--- src/rtl/vga_timing_pkg.sv ---
// Shared raster timing constants and helpers for the VGA sync generator.
package vga_timing_pkg;

  localparam int unsigned DEF_H_VISIBLE = 640;
  localparam int unsigned DEF_H_FRONT   = 16;
  localparam int unsigned DEF_H_SYNC    = 96;
  localparam int unsigned DEF_H_BACK    = 48;
  localparam int unsigned DEF_V_VISIBLE = 480;
  localparam int unsigned DEF_V_FRONT   = 10;
  localparam int unsigned DEF_V_SYNC    = 2;
  localparam int unsigned DEF_V_BACK    = 33;
  localparam int unsigned DEF_CLK_DIV   = 2;

  localparam int unsigned COL_W = 11;
  localparam int unsigned ROW_W = 10;

  function automatic int unsigned axis_total(input int unsigned visible, input int unsigned front,
                                             input int unsigned sync, input int unsigned back);
    return visible + front + sync + back;
  endfunction

  function automatic int unsigned h_total(input int unsigned visible, input int unsigned front,
                                          input int unsigned sync, input int unsigned back);
    return axis_total(visible, front, sync, back);
  endfunction

  function automatic int unsigned v_total(input int unsigned visible, input int unsigned front,
                                          input int unsigned sync, input int unsigned back);
    return axis_total(visible, front, sync, back);
  endfunction

endpackage

--- src/rtl/vga_axis_counter.sv ---
// One raster axis: wrapping position counter plus next-state sync/visible decode.
module vga_axis_counter
  import vga_timing_pkg::*;
#(
  parameter int unsigned VISIBLE  = DEF_H_VISIBLE,
  parameter int unsigned FRONT    = DEF_H_FRONT,
  parameter int unsigned SYNC     = DEF_H_SYNC,
  parameter int unsigned BACK     = DEF_H_BACK,
  parameter int unsigned W        = COL_W,
  parameter bit          SYNC_POL = 1'b0
) (
  input  logic         CLK,
  input  logic         RST_N,
  input  logic         inc,
  output logic [W-1:0] count,
  output logic         wrap_c,
  output logic         sync_nxt_c,
  output logic         visible_nxt_c
);

  localparam int unsigned TOTAL      = axis_total(VISIBLE, FRONT, SYNC, BACK);
  localparam int unsigned SYNC_START = VISIBLE + FRONT;
  localparam int unsigned SYNC_END   = SYNC_START + SYNC;

  logic [W-1:0] count_nxt;

  // Decode is taken from the value the counter is about to hold, so the
  // registered flags upstream line up with the registered count.
  always_comb begin
    wrap_c        = inc && (32'(count) == TOTAL - 1);
    count_nxt     = count;
    if (inc) begin
      count_nxt = wrap_c ? '0 : count + W'(1);
    end
    sync_nxt_c    = ((32'(count_nxt) >= SYNC_START) && (32'(count_nxt) < SYNC_END)) ?
                    SYNC_POL : ~SYNC_POL;
    visible_nxt_c = 32'(count_nxt) < VISIBLE;
  end

  always_ff @(posedge CLK or negedge RST_N) begin
    if (!RST_N) begin
      count <= '0;
    end else begin
      count <= count_nxt;
    end
  end

endmodule

--- src/rtl/vga_sync_gen.sv ---
// Raster timing generator: pixel divider, column/row counters, sync and visible flags.
module vga_sync_gen
  import vga_timing_pkg::*;
#(
  parameter int unsigned H_VISIBLE = DEF_H_VISIBLE,
  parameter int unsigned H_FRONT   = DEF_H_FRONT,
  parameter int unsigned H_SYNC    = DEF_H_SYNC,
  parameter int unsigned H_BACK    = DEF_H_BACK,
  parameter int unsigned V_VISIBLE = DEF_V_VISIBLE,
  parameter int unsigned V_FRONT   = DEF_V_FRONT,
  parameter int unsigned V_SYNC    = DEF_V_SYNC,
  parameter int unsigned V_BACK    = DEF_V_BACK,
  parameter int unsigned CLK_DIV   = DEF_CLK_DIV,
  parameter bit          SYNC_POL  = 1'b0
) (
  input  logic             CLK,
  input  logic             RST_N,
  input  logic             EN,
  output logic [COL_W-1:0] Columnas,
  output logic [ROW_W-1:0] Filas,
  output logic             HSYNC,
  output logic             VSYNC,
  output logic             Video_on,
  output logic             Pix_tick,
  output logic             Frame_start
);

  localparam int unsigned H_TOTAL = h_total(H_VISIBLE, H_FRONT, H_SYNC, H_BACK);
  localparam int unsigned V_TOTAL = v_total(V_VISIBLE, V_FRONT, V_SYNC, V_BACK);
  localparam int unsigned DIV_W   = (CLK_DIV > 1) ? $clog2(CLK_DIV) : 1;

  if ((H_TOTAL > 2048) || (V_TOTAL > 1024) || (CLK_DIV < 1)) begin : g_param_err
    $error("vga_sync_gen: timing totals exceed counter range or CLK_DIV < 1");
  end

  logic [DIV_W-1:0] div_q;
  logic             h_wrap, v_wrap;
  logic             hs_nxt, vs_nxt, hvis_nxt, vvis_nxt;

  always_comb begin
    Pix_tick = EN && (32'(div_q) == CLK_DIV - 1);
  end

  // Pixel divider; frozen while EN is low so a paused pixel resumes where it stopped.
  always_ff @(posedge CLK or negedge RST_N) begin
    if (!RST_N) begin
      div_q <= '0;
    end else if (EN) begin
      div_q <= Pix_tick ? '0 : div_q + DIV_W'(1);
    end
  end

  vga_axis_counter #(
    .VISIBLE (H_VISIBLE),
    .FRONT   (H_FRONT),
    .SYNC    (H_SYNC),
    .BACK    (H_BACK),
    .W       (COL_W),
    .SYNC_POL(SYNC_POL)
  ) u_h (
    .CLK          (CLK),
    .RST_N        (RST_N),
    .inc          (Pix_tick),
    .count        (Columnas),
    .wrap_c       (h_wrap),
    .sync_nxt_c   (hs_nxt),
    .visible_nxt_c(hvis_nxt)
  );

  vga_axis_counter #(
    .VISIBLE (V_VISIBLE),
    .FRONT   (V_FRONT),
    .SYNC    (V_SYNC),
    .BACK    (V_BACK),
    .W       (ROW_W),
    .SYNC_POL(SYNC_POL)
  ) u_v (
    .CLK          (CLK),
    .RST_N        (RST_N),
    .inc          (h_wrap),
    .count        (Filas),
    .wrap_c       (v_wrap),
    .sync_nxt_c   (vs_nxt),
    .visible_nxt_c(vvis_nxt)
  );

  // Flags register next-state decode, giving zero skew against Columnas/Filas.
  always_ff @(posedge CLK or negedge RST_N) begin
    if (!RST_N) begin
      HSYNC       <= ~SYNC_POL;
      VSYNC       <= ~SYNC_POL;
      Video_on    <= 1'b0;
      Frame_start <= 1'b0;
    end else begin
      Frame_start <= h_wrap && v_wrap;
      if (EN) begin
        HSYNC    <= hs_nxt;
        VSYNC    <= vs_nxt;
        Video_on <= hvis_nxt && vvis_nxt;
      end
    end
  end

endmodule

--- config.mk ---
export PLATFORM = sky130hd
export DESIGN_NAME = vga_sync_gen
export DESIGN_NICKNAME = d
export VERILOG_FILES = /design/src/rtl/vga_timing_pkg.sv /design/src/rtl/vga_axis_counter.sv /design/src/rtl/vga_sync_gen.sv
export SDC_FILE = /design/constraint.sdc
export NUM_CORES = 1
export LEC_CHECK = 0
export ABC_AREA = 1
export BUFFER_PORTS_ARGS = -buffer_cell sky130_fd_sc_hd__buf_2
export CORE_MARGIN = 1
export CORE_UTILIZATION = 32
export CTS_BUF_LIST = sky130_fd_sc_hd__clkbuf_8 sky130_fd_sc_hd__clkbuf_16
export CTS_CLUSTER_DIAMETER = 150
export CTS_CLUSTER_SIZE = 20
export DETAILED_ROUTE_END_ITERATION = 8
export PLACE_DENSITY = 0.5
export SYNTH_ARGS = -nofsm -noshare
export SYNTH_HDL_FRONTEND = slang
export SYNTH_SLANG_ARGS = --single-unit
--- constraint.sdc ---
create_clock -name CLK -period 1.9 [get_ports CLK]
set_input_delay 0.19 -clock CLK [delete_from_list [all_inputs] [get_ports CLK]]
set_output_delay 0.19 -clock CLK [all_outputs]
set_load 0.02 [all_outputs]
# [Yosys cells after proc, flatten, opt, wreduce, memory -nomap -nowiden]
# Index checks and enable logic that the tools add are counted.
[classes] addsub=3 n_lt_le_gt_ge=6 n_eq_ne=2 n_mux=7 n_reduce_logical=7
[op_table] operator="11-bit by 10-bit less-than comparator with 1-bit output, second input constant" n=2
[op_table] operator="11-bit 2-to-1 mux" n=2
[op_table] operator="10-bit by 9-bit less-than comparator with 1-bit output, second input constant" n=2
[op_table] operator="10-bit 2-to-1 mux" n=2
[op_table] operator="11-bit by 1-bit adder with 11-bit output, second input constant" n=1
[op_table] operator="11-bit by 10-bit == test with 1-bit output, second input constant" n=1
[op_table] operator="11-bit by 10-bit >= comparator with 1-bit output, second input constant" n=1
[op_table] operator="10-bit by 1-bit adder with 10-bit output, second input constant" n=1
[op_table] operator="10-bit == test, second input constant" n=1
[op_table] operator="10-bit by 9-bit >= comparator with 1-bit output, second input constant" n=1
[op_table] operator="1-bit logical AND" n=7
[op_table] operator="1-bit 2-to-1 mux" n=3
[op_table] operator="1-bit adder, second input constant" n=1
[totals] reg_bits=26 input_bits=3 output_inout_bits=26 elab_cells=32

# [Longest topological paths before layout]
# Gate-level depths: netlist of run 1.
[logic_depth] depth_word=8 ltp_mapped=14 ltp_nobuf=14

# [Cells and area by module]
# A second synthesis of run 1 with hierarchy kept.
[unflattened] cells_unflattened=236 area_unflattened_um2=1675.4
[modules_own_cells] mod="vga_axis_counter (u_h)" instances=1 cells_each=111 area_each_um2=752.0 seq_area_each_um2=275.3
[modules_own_cells] mod="vga_axis_counter (u_v)" instances=1 cells_each=102 area_each_um2=726.9 seq_area_each_um2=250.2
[modules_own_cells] mod="vga_sync_gen" instances=1 cells_each=23 area_each_um2=196.4 seq_area_each_um2=127.6

# [Least setup slack after synthesis of run 1]
# Ideal clock, no wire load.
[synth_path] path_type="reg2reg" startpoint="register u_h.count[1]" endpoint="register Video_on" setup_ns=0.117 t_arrival_ns=1.554 t_required_ns=1.783 setup_slack_ns=0.229 stages_incl_launch_ff=11 path_buffers=0 period_less_slack_ns=1.671 path_cell_list="dfrtp_1 ha_1 inv_1 nor3_1 nand2_1 o21ai_0 nand3_1 nand2_1 nand2_1 nand3_1 nand2_1"
[synth_via] elab_chain_len=7 elab_cells_between_ends=11 cone_classes="add/sub (1); order compare (2); eq/ne (1); mux (4); reduce/logical (3)"
[synth_lines] item="start: declaration" line="vga_axis_counter.sv:15" text="output logic [W-1:0] count,"
[synth_lines] item="start signal: assignment" line="vga_axis_counter.sv:44" text="count <= count_nxt;"
[synth_lines] item="branches (longest 6 deep; another with 11-bit by 1-bit adder with 11-bit output)"
[synth_lines] item="1-bit logical AND *" line="vga_sync_gen.sv:99" text="Video_on <= hvis_nxt && vvis_nxt;"
[synth_lines] item="end signal: assignment" line="vga_sync_gen.sv:99"
[synth_lines] item="end: declaration" line="vga_sync_gen.sv:23" text="output logic Video_on,"
# Every way passes the cells marked *.
# A chain may end at the register's enable or synchronous reset.

# [Worst setup path in the final report of run 1]
[layout_path] startpoint="register u_h.count[7]" endpoint="register Video_on"
[layout_via] elab_chain_len=7 elab_cells_between_ends=11 cone_classes="add/sub (1); order compare (2); eq/ne (1); mux (4); reduce/logical (3)"
[layout_lines] item="11-bit by 10-bit == test with 1-bit output *" line="vga_axis_counter.sv:30" text="wrap_c = inc && (32'(count) == TOTAL - 1);"
[layout_lines] item="1-bit logical AND *" line="vga_axis_counter.sv:30"
[layout_lines] item="1-bit logical AND" line="vga_axis_counter.sv:30"
[layout_lines] item="10-bit 2-to-1 mux" line="vga_axis_counter.sv:33" text="count_nxt = wrap_c ? '0 : count + W'(1);"
[layout_lines] item="10-bit 2-to-1 mux *" line="vga_axis_counter.sv:32" text="if (inc) begin"
[layout_lines] item="net u_v.count_nxt[6]" line="vga_axis_counter.sv:25" text="logic [W-1:0] count_nxt;"
[layout_lines] item="10-bit by 9-bit less-than comparator with 1-bit output *" line="vga_axis_counter.sv:37" text="visible_nxt_c = 32'(count_nxt) < VISIBLE;"
[layout_lines] item="1-bit logical AND *" line="vga_sync_gen.sv:99"
# The timed path passes the listed nets; every way through them passes the cells marked *.

==> out/qor.json, run 1 <==
{
  "dieArea": {"value": 5630, "unit": "um2"},
  "design.final.nets": {"value": 281},
  "clock_transition_time_at_the_flip_flop_clock_pins_of_the_worst_setup_and_hold_paths": {"value": 0.10, "unit": "ns"},
  "synth.avg_cell_area": {"value": 7.06, "unit": "um2"},
  "critical_path_buf_inv_count": {"value": 3},
  "grt_pass1_wl": {"value": 6.90, "unit": "mm"},
  "fin_total_pwr": {"value": 1.75, "unit": "mW"},
  "max-cap-violations": {"value": 0},
  "synth-edff-count": {"value": 0},
  "synth.yosys.seq_area_share": {"value": 38.2, "unit": "%"},
  "worst_hold_path_type": {"value": "in2reg"},
  "cts_max_path_buffers": {"value": 2},
  "power.sequential.fraction": {"value": 44.8, "unit": "%"},
  "antenna_violating_nets_post_route": {"value": 0},
  "slew_headroom": {"value": 59.2, "unit": "%"},
  "cts_made_buffers": {"value": 3},
  "slew_at_the_pin_closest_to_its_max_slew_limit": {"value": 0.613, "unit": "ns"},
  "synthesis.nets": {"value": 248},
  "wl_per_cell": {"value": 11.9, "unit": "um"},
  "die_h": {"value": 75.1, "unit": "um"},
  "final.min_clock_period": {"value": 1.73, "unit": "ns"},
  "int_power": {"value": 0.991, "unit": "mW"},
  "finalSetupTns": {"value": 0, "unit": "ns"},
  "ys_async_sr_fraction": {"value": 100, "unit": "%"},
  "yosys_warnings": {"value": 0},
  "cpMostUsedCell": {"value": "nand2_1"},
  "initial_core_util": {"value": 33.4, "unit": "%"},
  "post-route-drc-count": {"value": 0},
  "power.net_switching": {"value": 0.764, "unit": "mW"},
  "die_width": {"value": 75.1, "unit": "um"},
  "floorplan.rows": {"value": 26},
  "worst_ir_drop_on_vdd": {"value": 0.000314, "unit": "V"},
  "grt_util_all_layers": {"value": 16.2, "unit": "%"},
  "finalWorstSetupSlack": {"value": 0.169, "unit": "ns"},
  "timing.critical_path.from_type": {"value": "flop"},
  "fin_skew": {"value": 0.00844, "unit": "ns"},
  "rsz_0062_raised_after_global_routing": {"value": "yes"},
  "drive_gt1_share": {"value": 23.7, "unit": "%"},
  "criticalPathCategory": {"value": "reg2reg"},
  "detailedPlace.worstSlack": {"value": 0.0877, "unit": "ns"},
  "sw_frac_of_total": {"value": 43.5, "unit": "%"},
  "comb_power_share": {"value": 36.2, "unit": "%"},
  "grt_pass1_vias": {"value": 1423},
  "regArea": {"value": 659, "unit": "um2"},
  "critical_path_peak_fanout": {"value": 7},
  "ys.flop_type": {"value": "dfrtp_1"},
  "routed-via-count": {"value": 1561},
  "synth-seq-cells": {"value": 26},
  "worst-endpoint-arrival": {"value": 1.95, "unit": "ns"},
  "cp_slowest_stage_delay": {"value": 0.45, "unit": "ns"},
  "via_per_inst": {"value": 4.54},
  "place.detailed.hpwl": {"value": 3.17, "unit": "mm"},
  "grt_start_max_net_pins": {"value": 27},
  "layout.cell_area.non_filler": {"value": 2020, "unit": "um2"},
  "run_status": {"value": "completed"},
  "antenna_found_initial": {"value": 0},
  "drt_pass1_iterations": {"value": 4},
  "overflow": {"value": 0},
  "timing.final.crit_share": {"value": 91.1, "unit": "%"},
  "kind_of_cell_adding_the_most_delay_to_the_critical_path": {"value": "simple AND/OR/NAND/NOR gates"},
  "cts_sinks": {"value": 26},
  "clk-insertion-delay-late": {"value": 0.28, "unit": "ns"},
  "core_region_area": {"value": 5110, "unit": "um2"},
  "detail_route.iter0.violations": {"value": 82},
  "crit_path_cell_trace": {"value": "inv_1 > nand2_1 > nor2_2 > nand4_4 > inv_1 > nand2_1 > nand2_1 > inv_1 > nand3_1 > nand3_1 > nand2_1"},
  "number_of_buffers_added_on_ports": {"value": 28},
  "worst_ep_required_time": {"value": 2.12, "unit": "ns"},
  "fmax": {"value": 578, "unit": "MHz"},
  "clkPwrFrac": {"value": 18.9, "unit": "%"},
  "synth.distinct_cells": {"value": 29},
  "crit_slowest_cell": {"value": "dfrtp_1"},
  "fill_cell_count": {"value": 563},
  "setup_viol": {"value": 0},
  "maxSlewViolCount": {"value": 0},
  "syn_to_final_growth": {"value": 18.3, "unit": "%"},
  "gp_routability_congestion": {"value": 0.802},
  "place_area": {"value": 1930, "unit": "um2"},
  "setup.worst_path.end_class": {"value": "flop"},
  "p_leak": {"value": 1.08, "unit": "nW"},
  "power-per-cell-area": {"value": 868, "unit": "nW/um2"},
  "mappedNetlistArea": {"value": 1710, "unit": "um2"},
  "htree_num_levels": {"value": 1},
  "final_number_of_hold_violating_endpoints": {"value": 0},
  "antenna-diode-count": {"value": 0},
  "cts.root.buffer_cell": {"value": "clkbuf_8"},
  "cts_tree": {"value": "built"},
  "drt_wl_total": {"value": 4.11, "unit": "mm"},
  "synthCells": {"value": 242},
  "multiInputGateArea": {"value": 903, "unit": "um2"},
  "floorplan.io_pins": {"value": 29}
}
==> cells in the mapped netlist (all sizes together), types with 3 or more instances <==
master	count	area [um2]
dfrtp	24	601
ha	3	37.5
inv	43	166
nand2	75	309
nand3	25	135
nand4	9	77.6
nor2	33	151
nor3	7	45.0
o21ai	7	35.0
xnor2	3	26.3
==> path summary, 6_finish.rpt <==
path	start	endpoint	slack, ns	cells after the start
max	u_h.count[7]	Video_on	0.17	11
min	EN	div_q	0.22	3
max reg2reg	u_h.count[7]	Video_on	0.17	11
min reg2reg	Video_on	Video_on	0.48	2
max in group asynchronous	RST_N	u_v.count[1]	1.01	2
min in group asynchronous	RST_N	Frame_start	0.45	2
==> timing repair <==
action | 4_1_cts | 5_1_grt
setup buffers | 0 | 0
resized for setup | 0 | 13
hold buffers | 1 | 0
hold endpoints to repair | 24 | 0
setup endpoints to repair | 0 | 3
==> flip-flops by register name, indices dropped and copies added (netlist names) <==
signal       cells
HSYNC            1
VSYNC            1
u_h.count       11
div_q            1
u_v.count       10
Video_on         1
Frame_start      1
==> layout make-up <==
cell class | instances | area share, %
well taps | 70 | 4.33
clock buffers | 3 | 2.04
inverters | 45 | 8.67
flip-flops and latches | 26 | 32.6
repair buffers | 29 | 7.43
multi-input cells | 170 | 44.7
clock inverters | 1 | 0.186
==> cells by family (layout without fill, tap and decap cells) <==
| group | Yosys count | in the layout | synth area share [%] |
|---|---|---|---|
| AO/OA/AOI/OAI | 9 | 9 | 2.64 |
| XOR/XNOR | 5 | 5 | 2.56 |
| adder cells (fa/ha/maj) | 3 | 3 | 2.20 |
| buffers and inverters | 46 | 78 | 10.7 |
| flip-flops | 26 | 26 | 38.2 |
| AND/OR/NAND/NOR | 153 | 153 | 43.7 |
==> tightest hold or removal path: stages <==
cell	delay [ns]
buf_2	0.14
nor2_1	0.09
nor2_1	0.05
==> power by group through the flow <==
| stage | Clock, mW | Sequential, mW | Combinational, mW |
|---|---|---|---|
| after floorplan | 0 | 0.865 | 0.332 |
| after global placement | 0 | 0.784 | 0.617 |
| after detailed placement | 0 | 0.785 | 0.615 |
| after CTS | 0.354 | 0.775 | 0.618 |
| after global routing | 0.362 | 0.808 | 0.717 |
| final | 0.332 | 0.787 | 0.636 |
==> routing by layer <==
metal,vias up,global-route usage (%),wire length (um)
li1,817,-,-
met1,711,24.0,2100
met2,28,24.7,1840
met3,5,2.01,119
met4,0,4.40,49
met5,-,0,0
==> cell usage in the layout, fill, tap and decap left out, drive strengths merged <==
cell type,netlist,final
nand2,75,75
inv,43,44
nor2,33,33
buf,1,28
nand3,25,25
dfrtp,24,24
nand4,9,9
o21ai,7,7
nor3,7,7
xnor2,3,3
clkbuf,0,3
ha,3,3
dfstp,2,2
a21oi,2,2
nand3b,2,2
xor2,2,2
or2,2,2
clkinv,2,2
dlygate4sd3,0,1
==> metrics by stage <==
step | std cells | utilization [%] | hold slack [ns]
floorplan | 242 | - | -0.106
global placement | 339 | 37.8 | 0.240
detailed placement | 339 | 37.8 | 0.244
CTS | 344 | 38.8 | 0.215
global route | 344 | 39.6 | 0.243
finish | 344 | 39.6 | 0.219
Note: power is estimated with default switching activity, not from simulation.
==> run 2: changes to the inputs <==
--- a/config.mk
+++ b/config.mk
@@ -5,7 +5,6 @@
 export SDC_FILE = /design/constraint.sdc
 export NUM_CORES = 1
 export LEC_CHECK = 0
-export ABC_AREA = 1
 export BUFFER_PORTS_ARGS = -buffer_cell sky130_fd_sc_hd__buf_2
 export CORE_MARGIN = 1
 export CORE_UTILIZATION = 32
@@ -13,7 +12,8 @@
 export CTS_CLUSTER_DIAMETER = 150
 export CTS_CLUSTER_SIZE = 20
 export DETAILED_ROUTE_END_ITERATION = 8
-export PLACE_DENSITY = 0.5
+export GPL_TIMING_DRIVEN = 1
+export PLACE_DENSITY = 0.52
 export SYNTH_ARGS = -nofsm -noshare
 export SYNTH_HDL_FRONTEND = slang
 export SYNTH_SLANG_ARGS = --single-unit
==> constraint.sdc (replaced) <==
create_clock -name CLK -period 1.9 [get_ports CLK]
set_input_delay 0.19 -clock CLK [delete_from_list [all_inputs] [get_ports CLK]]
set_output_delay 0.19 -clock CLK [all_outputs]
set_load 0.05 [all_outputs]
==> out/qor.json, run 2 <==
{
  "power.net_switching": {"value": 0.589, "unit": "mW"},
  "drive_gt1_share": {"value": 46.6, "unit": "%"},
  "most-common-layout-cells": {"value": "38 x buf_4, 28 x buf_2, 18 x dfrtp_1"},
  "synth.yosys.seq_area_share": {"value": 47.4, "unit": "%"},
  "dieArea": {"value": 4570, "unit": "um2"},
  "final_number_of_hold_violating_endpoints": {"value": 0},
  "run_status": {"value": "finished with violations"},
  "synth_fa_ha_area_share": {"value": 2.72, "unit": "%"},
  "cts_made_buffers": {"value": 3},
  "setup_viol": {"value": 11},
  "yosys.area.top_type": {"value": "dfrtp_1"},
  "syn_to_final_growth": {"value": 45.1, "unit": "%"},
  "crit_path_cell_trace": {"value": "or4b_4 > or4_4 > o31ai_4 > and3b_1 > a31oi_1"},
  "groute.layer.met3.usage": {"value": 2.53, "unit": "%"},
  "top_usage_layer": {"value": "met2"},
  "fin_skew": {"value": 0.00335, "unit": "ns"},
  "worst_hold_path_type": {"value": "in2reg"},
  "synth_simple_gate_area_share": {"value": 27.2, "unit": "%"},
  "synthesis.nets": {"value": 143},
  "finalSetupTns": {"value": -1.78, "unit": "ns"},
  "sw_frac_of_total": {"value": 37.6, "unit": "%"},
  "instances_no_fill": {"value": 256},
  "critical_path_peak_fanout": {"value": 5},
  "clk-insertion-delay-late": {"value": 0.26, "unit": "ns"},
  "worst_ir_drop_on_vdd": {"value": 0.000366, "unit": "V"},
  "grt_start_max_net_pins": {"value": 27},
  "place.detailed.hpwl": {"value": 2.83, "unit": "mm"},
  "synthXorXnorAreaFrac": {"value": 8.17, "unit": "%"},
  "ys_async_sr_fraction": {"value": 100, "unit": "%"},
  "largest_register": {"value": "u_h.count"},
  "post_synth_most_frequent_cells": {"value": "24 x dfrtp_1, 15 x nand2_1, 10 x nor2_1"},
  "groute.layer.met2.usage": {"value": 31.4, "unit": "%"},
  "slew_headroom": {"value": 59.5, "unit": "%"},
  "clock_transition_time_at_the_flip_flop_clock_pins_of_the_worst_setup_and_hold_paths": {"value": 0.09, "unit": "ns"},
  "launch_point_of_the_critical_path": {"value": "u_h.count[6]"},
  "htree_num_levels": {"value": 1},
  "overflow": {"value": 0},
  "gp_routability_congestion": {"value": 0.850},
  "r2r_start": {"value": "u_h.count[6]"},
  "violations": {"value": "negative setup slack"},
  "grt_util_all_layers": {"value": 18.3, "unit": "%"},
  "grt_pass1_wl": {"value": 6.12, "unit": "mm"},
  "setup.worst_path.end_class": {"value": "flop"},
  "routed-via-count": {"value": 1288},
  "post-route-drc-count": {"value": 0},
  "muxShareOfSynthArea": {"value": 1.54, "unit": "%"},
  "power.sequential.fraction": {"value": 42.0, "unit": "%"},
  "die_h": {"value": 67.6, "unit": "um"},
  "layout.cell_area.non_filler": {"value": 2000, "unit": "um2"},
  "comb_power_share": {"value": 35.5, "unit": "%"},
  "initial_core_util": {"value": 34.0, "unit": "%"},
  "antenna_violating_nets_post_route": {"value": 0},
  "timing.critical_path.from_type": {"value": "flop"},
  "synth-edff-count": {"value": 0},
  "cts_max_path_buffers": {"value": 2},
  "timing.hold.worst.start": {"value": "EN"},
  "synth_area_leaders": {"value": "dfrtp_1 44%, xnor2_1 4.5%, nand2_1 4.1%"},
  "timing.final.crit_share": {"value": 117, "unit": "%"},
  "via_per_inst": {"value": 5.03},
  "die_width": {"value": 67.6, "unit": "um"},
  "cts.root.buffer_cell": {"value": "clkbuf_8"},
  "max-cap-violations": {"value": 0},
  "largest_reg_flops": {"value": 11},
  "synth.distinct_cells": {"value": 42},
  "synthCells": {"value": 137},
  "power-per-cell-area": {"value": 783, "unit": "nW/um2"},
  "final.min_clock_period": {"value": 2.23, "unit": "ns"},
  "cp_slowest_stage_delay": {"value": 0.56, "unit": "ns"},
  "ys.flop_type": {"value": "dfrtp_1"},
  "worst_ep_required_time": {"value": 2.09, "unit": "ns"},
  "floorplan.rows": {"value": 23},
  "core_region_area": {"value": 4060, "unit": "um2"},
  "crit_slowest_cell": {"value": "or4b_4"},
  "synth_most_common_cell": {"value": "dfrtp_1"},
  "yosys_warnings": {"value": 0},
  "mappedNetlistArea": {"value": 1380, "unit": "um2"},
  "place_area": {"value": 1820, "unit": "um2"},
  "drt_pass1_iterations": {"value": 4},
  "cts_tree": {"value": "built"},
  "detailedPlace.worstSlack": {"value": -0.324, "unit": "ns"},
  "drt_wl_total": {"value": 3.73, "unit": "mm"},
  "grt.met1_usage": {"value": 22.9, "unit": "%"},
  "finalWorstSetupSlack": {"value": -0.326, "unit": "ns"},
  "p_leak": {"value": 0.989, "unit": "nW"},
  "number_of_buffers_added_on_ports": {"value": 28},
  "clkPwrFrac": {"value": 22.5, "unit": "%"},
  "synth_top_family_by_area": {"value": "simple AND/OR/NAND/NOR gates"},
  "place_inst": {"value": 245},
  "wl_per_cell": {"value": 14.6, "unit": "um"},
  "leading_cell_type_in_the_layout_fill_and_taps_excluded": {"value": "buf_4"},
  "floorplan.io_pins": {"value": 29},
  "grt_pass1_vias": {"value": 1302},
  "maxSlewViolCount": {"value": 0},
  "int_power": {"value": 0.978, "unit": "mW"},
  "slew_at_the_pin_closest_to_its_max_slew_limit": {"value": 0.607, "unit": "ns"},
  "synth_compound_gate_area_share": {"value": 9.63, "unit": "%"},
  "antenna-diode-count": {"value": 0},
  "rsz_0062_raised_after_global_routing": {"value": "yes"},
  "detail_route.iter0.violations": {"value": 34},
  "synth-seq-cells": {"value": 26},
  "synth.avg_cell_area": {"value": 10.1, "unit": "um2"},
  "criticalPathCategory": {"value": "reg2reg"},
  "largestRegisters": {"value": "u_h.count (11), u_v.count (10)"},
  "fmax": {"value": 449, "unit": "MHz"},
  "design.final.nets": {"value": 213},
  "fin_hold_ws": {"value": 0.295, "unit": "ns"},
  "worst-endpoint-arrival": {"value": 2.42, "unit": "ns"},
  "cts_sinks": {"value": 26},
  "synth_top_cell_area_share": {"value": 43.6, "unit": "%"},
  "antenna_found_initial": {"value": 0}
}
[run 2: worst max-delay path: cells and delay by family, from the launching register on]
| family | cells | cell delay (ns) |
|---|---|---|
| AND/OR/NAND/NOR | 3 | 1.28 |
| AO/OA/AOI/OAI | 2 | 0.47 |
| flip-flops | 1 | 0.41 |
[run 2: final timing paths]
check / endpoint / slack (ns) / depth (start not counted)
worst max-delay path: VSYNC / -0.33 / 5
worst min-delay path: div_q / 0.29 / 3
worst max register to register: VSYNC / -0.33 / 5
worst min register to register: VSYNC / 0.52 / 2
max in group asynchronous: u_h.count[7] / 1.01 / 2
min in group asynchronous: u_h.count[4] / 0.46 / 2
[run 2: cell families (layout without fill, tap and decap cells)]
logic type,count (synthesis),after routing
compound gates,21,21
xor+xnor,12,12
fa+ha+maj,3,3
buf+inv,10,79
flops,26,26
mux,2,2
simple gates,63,63
[run 2: cell type report]
type,count,area [um2]
multi-input combinational,101,748
timing repair buffer,68,447
sequential,26,661
tap,50,62.6
clock buffer,4,55.1
fill,375,2060
inverter,7,26.3
[run 2: timing repair]
item | in CTS | in global routing
pin swaps | 6 | 3
gates resized for setup | 6 | 9
cloned | 0 | 0
endpoints found under the setup margin | 13 | 15
hold buffers | 1 | 0
buffers inserted | 6 | 1
endpoints found under the hold margin | 24 | 0
[run 2: metrics by stage]
stage	power (mW)	util, %
2_1_floorplan	1.01	-
3_3_place_gp	1.20	45.0
3_5_place_dp	1.22	45.0
4_1_cts	1.58	48.2
5_1_grt	1.67	49.3
6_report	1.57	49.3
[run 2: power groups by stage]
stage                     Clock (mW)  Sequential, mW  Combinational, mW
after floorplan                    0           0.867              0.141
after global placement             0           0.667              0.536
after detailed placement           0           0.669              0.546
after CTS                      0.373           0.658              0.553
after global routing           0.398           0.663              0.607
final                          0.353           0.658              0.556
[run 2: layer usage]
metal,vias to the layer above,part of all wire (%)
li1,629,-
met1,623,44
met2,30,51
met3,6,3.6
met4,0,1.4
met5,-,0
==> run 3: changes to the inputs <==
--- a/config.mk
+++ b/config.mk
@@ -12,8 +12,9 @@
 export CTS_CLUSTER_DIAMETER = 150
 export CTS_CLUSTER_SIZE = 20
 export DETAILED_ROUTE_END_ITERATION = 8
-export GPL_TIMING_DRIVEN = 1
+export GPL_TIMING_DRIVEN = 0
 export PLACE_DENSITY = 0.52
+export SETUP_SLACK_MARGIN = 0.5
 export SYNTH_ARGS = -nofsm -noshare
 export SYNTH_HDL_FRONTEND = slang
 export SYNTH_SLANG_ARGS = --single-unit
==> constraint.sdc (replaced) <==
create_clock -name CLK -period 2.1 [get_ports CLK]
set_input_delay 0.21 -clock CLK [delete_from_list [all_inputs] [get_ports CLK]]
set_output_delay 0.21 -clock CLK [all_outputs]
set_load 0.05 [all_outputs]
==> out/qor.json, run 3 (same netlist as run 2, synthesis figures left out) <==
{
  "run_status": {"value": "finished with violations"},
  "violations": {"value": "negative setup slack"},
  "timing.critical_path.from_type": {"value": "flop"},
  "number_of_buffers_added_on_ports": {"value": 27},
  "comb_power_share": {"value": 30.2, "unit": "%"},
  "grt_pass1_wl": {"value": 5.58, "unit": "mm"},
  "drive_gt1_share": {"value": 39.6, "unit": "%"},
  "final_number_of_hold_violating_endpoints": {"value": 0},
  "sw_frac_of_total": {"value": 39.7, "unit": "%"},
  "dieArea": {"value": 4570, "unit": "um2"},
  "worst_ep_required_time": {"value": 2.25, "unit": "ns"},
  "cts_tree": {"value": "built"},
  "fin_hold_ws": {"value": 0.333, "unit": "ns"},
  "finalWorstSetupSlack": {"value": -0.154, "unit": "ns"},
  "antenna_found_initial": {"value": 0},
  "rsz_0062_raised_after_global_routing": {"value": "yes"},
  "wl_per_cell": {"value": 14.8, "unit": "um"},
  "criticalPathCategory": {"value": "reg2reg"},
  "initial_core_util": {"value": 34.0, "unit": "%"},
  "cts_made_buffers": {"value": 3},
  "finalSetupTns": {"value": -0.456, "unit": "ns"},
  "routed-via-count": {"value": 1217},
  "leading_cell_type_in_the_layout_fill_and_taps_excluded": {"value": "buf_2"},
  "drt_wl_total": {"value": 3.43, "unit": "mm"},
  "kind_of_cell_adding_the_most_delay_to_the_critical_path": {"value": "simple AND/OR/NAND/NOR gates"},
  "antenna_violating_nets_post_route": {"value": 0},
  "most-common-layout-cells": {"value": "26 x buf_2, 18 x dfrtp_1, 15 x nand2_1"},
  "syn_to_final_growth": {"value": 34.2, "unit": "%"},
  "critical_path_buf_inv_count": {"value": 1},
  "maxSlewViolCount": {"value": 0},
  "critical_path_peak_fanout": {"value": 5},
  "cts.root.buffer_cell": {"value": "clkbuf_8"},
  "final.min_clock_period": {"value": 2.25, "unit": "ns"},
  "fin_skew": {"value": 0.00297, "unit": "ns"},
  "worst_hold_path_type": {"value": "in2reg"},
  "max-cap-violations": {"value": 0},
  "setup.worst_path.end_class": {"value": "flop"},
  "worst_ir_drop_on_vdd": {"value": 0.000301, "unit": "V"},
  "die_width": {"value": 67.6, "unit": "um"},
  "cp_slowest_stage_delay": {"value": 0.55, "unit": "ns"},
  "largestRegisters": {"value": "u_h.count (11), u_v.count (10)"},
  "power.sequential.fraction": {"value": 48.2, "unit": "%"},
  "gp_routability_congestion": {"value": 0.862},
  "place.detailed.hpwl": {"value": 2.35, "unit": "mm"},
  "clock_transition_time_at_the_flip_flop_clock_pins_of_the_worst_setup_and_hold_paths": {"value": 0.09, "unit": "ns"},
  "die_h": {"value": 67.6, "unit": "um"},
  "cts_max_path_buffers": {"value": 2},
  "core_region_area": {"value": 4060, "unit": "um2"},
  "slew_headroom": {"value": 60.7, "unit": "%"},
  "design.final.nets": {"value": 189},
  "fmax": {"value": 444, "unit": "MHz"},
  "clk-insertion-delay-late": {"value": 0.26, "unit": "ns"},
  "floorplan.rows": {"value": 23},
  "worst-endpoint-arrival": {"value": 2.41, "unit": "ns"},
  "grt_util_all_layers": {"value": 16.5, "unit": "%"},
  "clkPwrFrac": {"value": 21.5, "unit": "%"},
  "detailedPlace.worstSlack": {"value": -0.484, "unit": "ns"},
  "timing.final.crit_share": {"value": 107, "unit": "%"},
  "antenna-diode-count": {"value": 0},
  "via_per_inst": {"value": 5.25},
  "overflow": {"value": 0},
  "detail_route.iter0.violations": {"value": 49},
  "grt_pass1_vias": {"value": 1180},
  "setup_viol": {"value": 4},
  "htree_num_levels": {"value": 1},
  "cts_sinks": {"value": 26},
  "crit_slowest_cell": {"value": "or4b_4"},
  "floorplan.io_pins": {"value": 29},
  "crit_path_cell_trace": {"value": "or4b_4 > or4_4 > buf_8 > nor2_4 > xor2_2 > and4b_1 > a21oi_1"},
  "grt_start_max_net_pins": {"value": 27},
  "post-route-drc-count": {"value": 0},
  "slew_at_the_pin_closest_to_its_max_slew_limit": {"value": 0.589, "unit": "ns"},
  "largest_reg_flops": {"value": 11},
  "int_power": {"value": 0.792, "unit": "mW"},
  "power.net_switching": {"value": 0.522, "unit": "mW"},
  "largest_register": {"value": "u_h.count"},
  "p_leak": {"value": 0.876, "unit": "nW"},
  "power-per-cell-area": {"value": 711, "unit": "nW/um2"},
  "drt_pass1_iterations": {"value": 4}
}
run 3: worst min-delay path, stage by stage:
cell and delay (ns):
clkbuf_1 0.20, nor2_1 0.15, a31oi_1 0.04
run 3: layer usage:
| metal | global-route usage (%) | part of all wire, % | wire length (um) |
|---|---|---|---|
| met2 | 27.7 | 48 | 1640 |
| met3 | 2.70 | 4.0 | 137 |
| met4 | 5.85 | 1.4 | 48 |
| met1 | 21.3 | 47 | 1600 |
| met5 | 0 | 0 | 0 |
run 3: cell type report:
type,instances,area [um2]
multi-input combinational,101,774
clock inverter,1,3.75
tap,50,62.6
fill,417,2210
buffer,3,30.0
clock buffer,3,41.3
timing repair buffer,41,249
inverter,7,26.3
sequential,26,661
run 3: power by group through the flow:
stage	Clock, mW	Sequential (mW)	Combinational [mW]
3_3_place_gp	0	0.637	0.368
6_report	0.283	0.634	0.397
4_1_cts	0.299	0.633	0.389
2_1_floorplan	0	0.785	0.128
5_1_grt	0.324	0.644	0.429
3_5_place_dp	0	0.643	0.373
run 3: path summary, 6_finish.rpt:
kind,start,end,slack [ns],cells after the start
worst max-delay path,u_h.count[5],Video_on,-0.15,7
worst min-delay path,EN,VSYNC,0.33,3
worst max register to register,u_h.count[5],Video_on,-0.15,7
worst min register to register,VSYNC,VSYNC,0.49,2
max in group asynchronous,RST_N,u_h.count[8],1.21,2
min in group asynchronous,RST_N,u_h.count[3],0.47,2
run 3: repair_timing:
| action | CTS | global route |
|---|---|---|
| hold buffers | 1 | 0 |
| gates resized for setup | 15 | 8 |
| setup endpoints to repair | 19 | 22 |
| pin swaps | 8 | 12 |
| setup buffers | 9 | 4 |
| endpoints found under the hold margin | 24 | 0 |
run 3: metrics by stage:
step	utilization, %	cell area, um2	std cells	power [mW]
2_1_floorplan	-	1390	137	0.912
3_3_place_gp	39.2	1590	214	1.01
3_5_place_dp	39.2	1590	214	1.02
4_1_cts	44.0	1790	228	1.32
5_1_grt	45.5	1850	232	1.40
6_report	45.5	1850	232	1.31
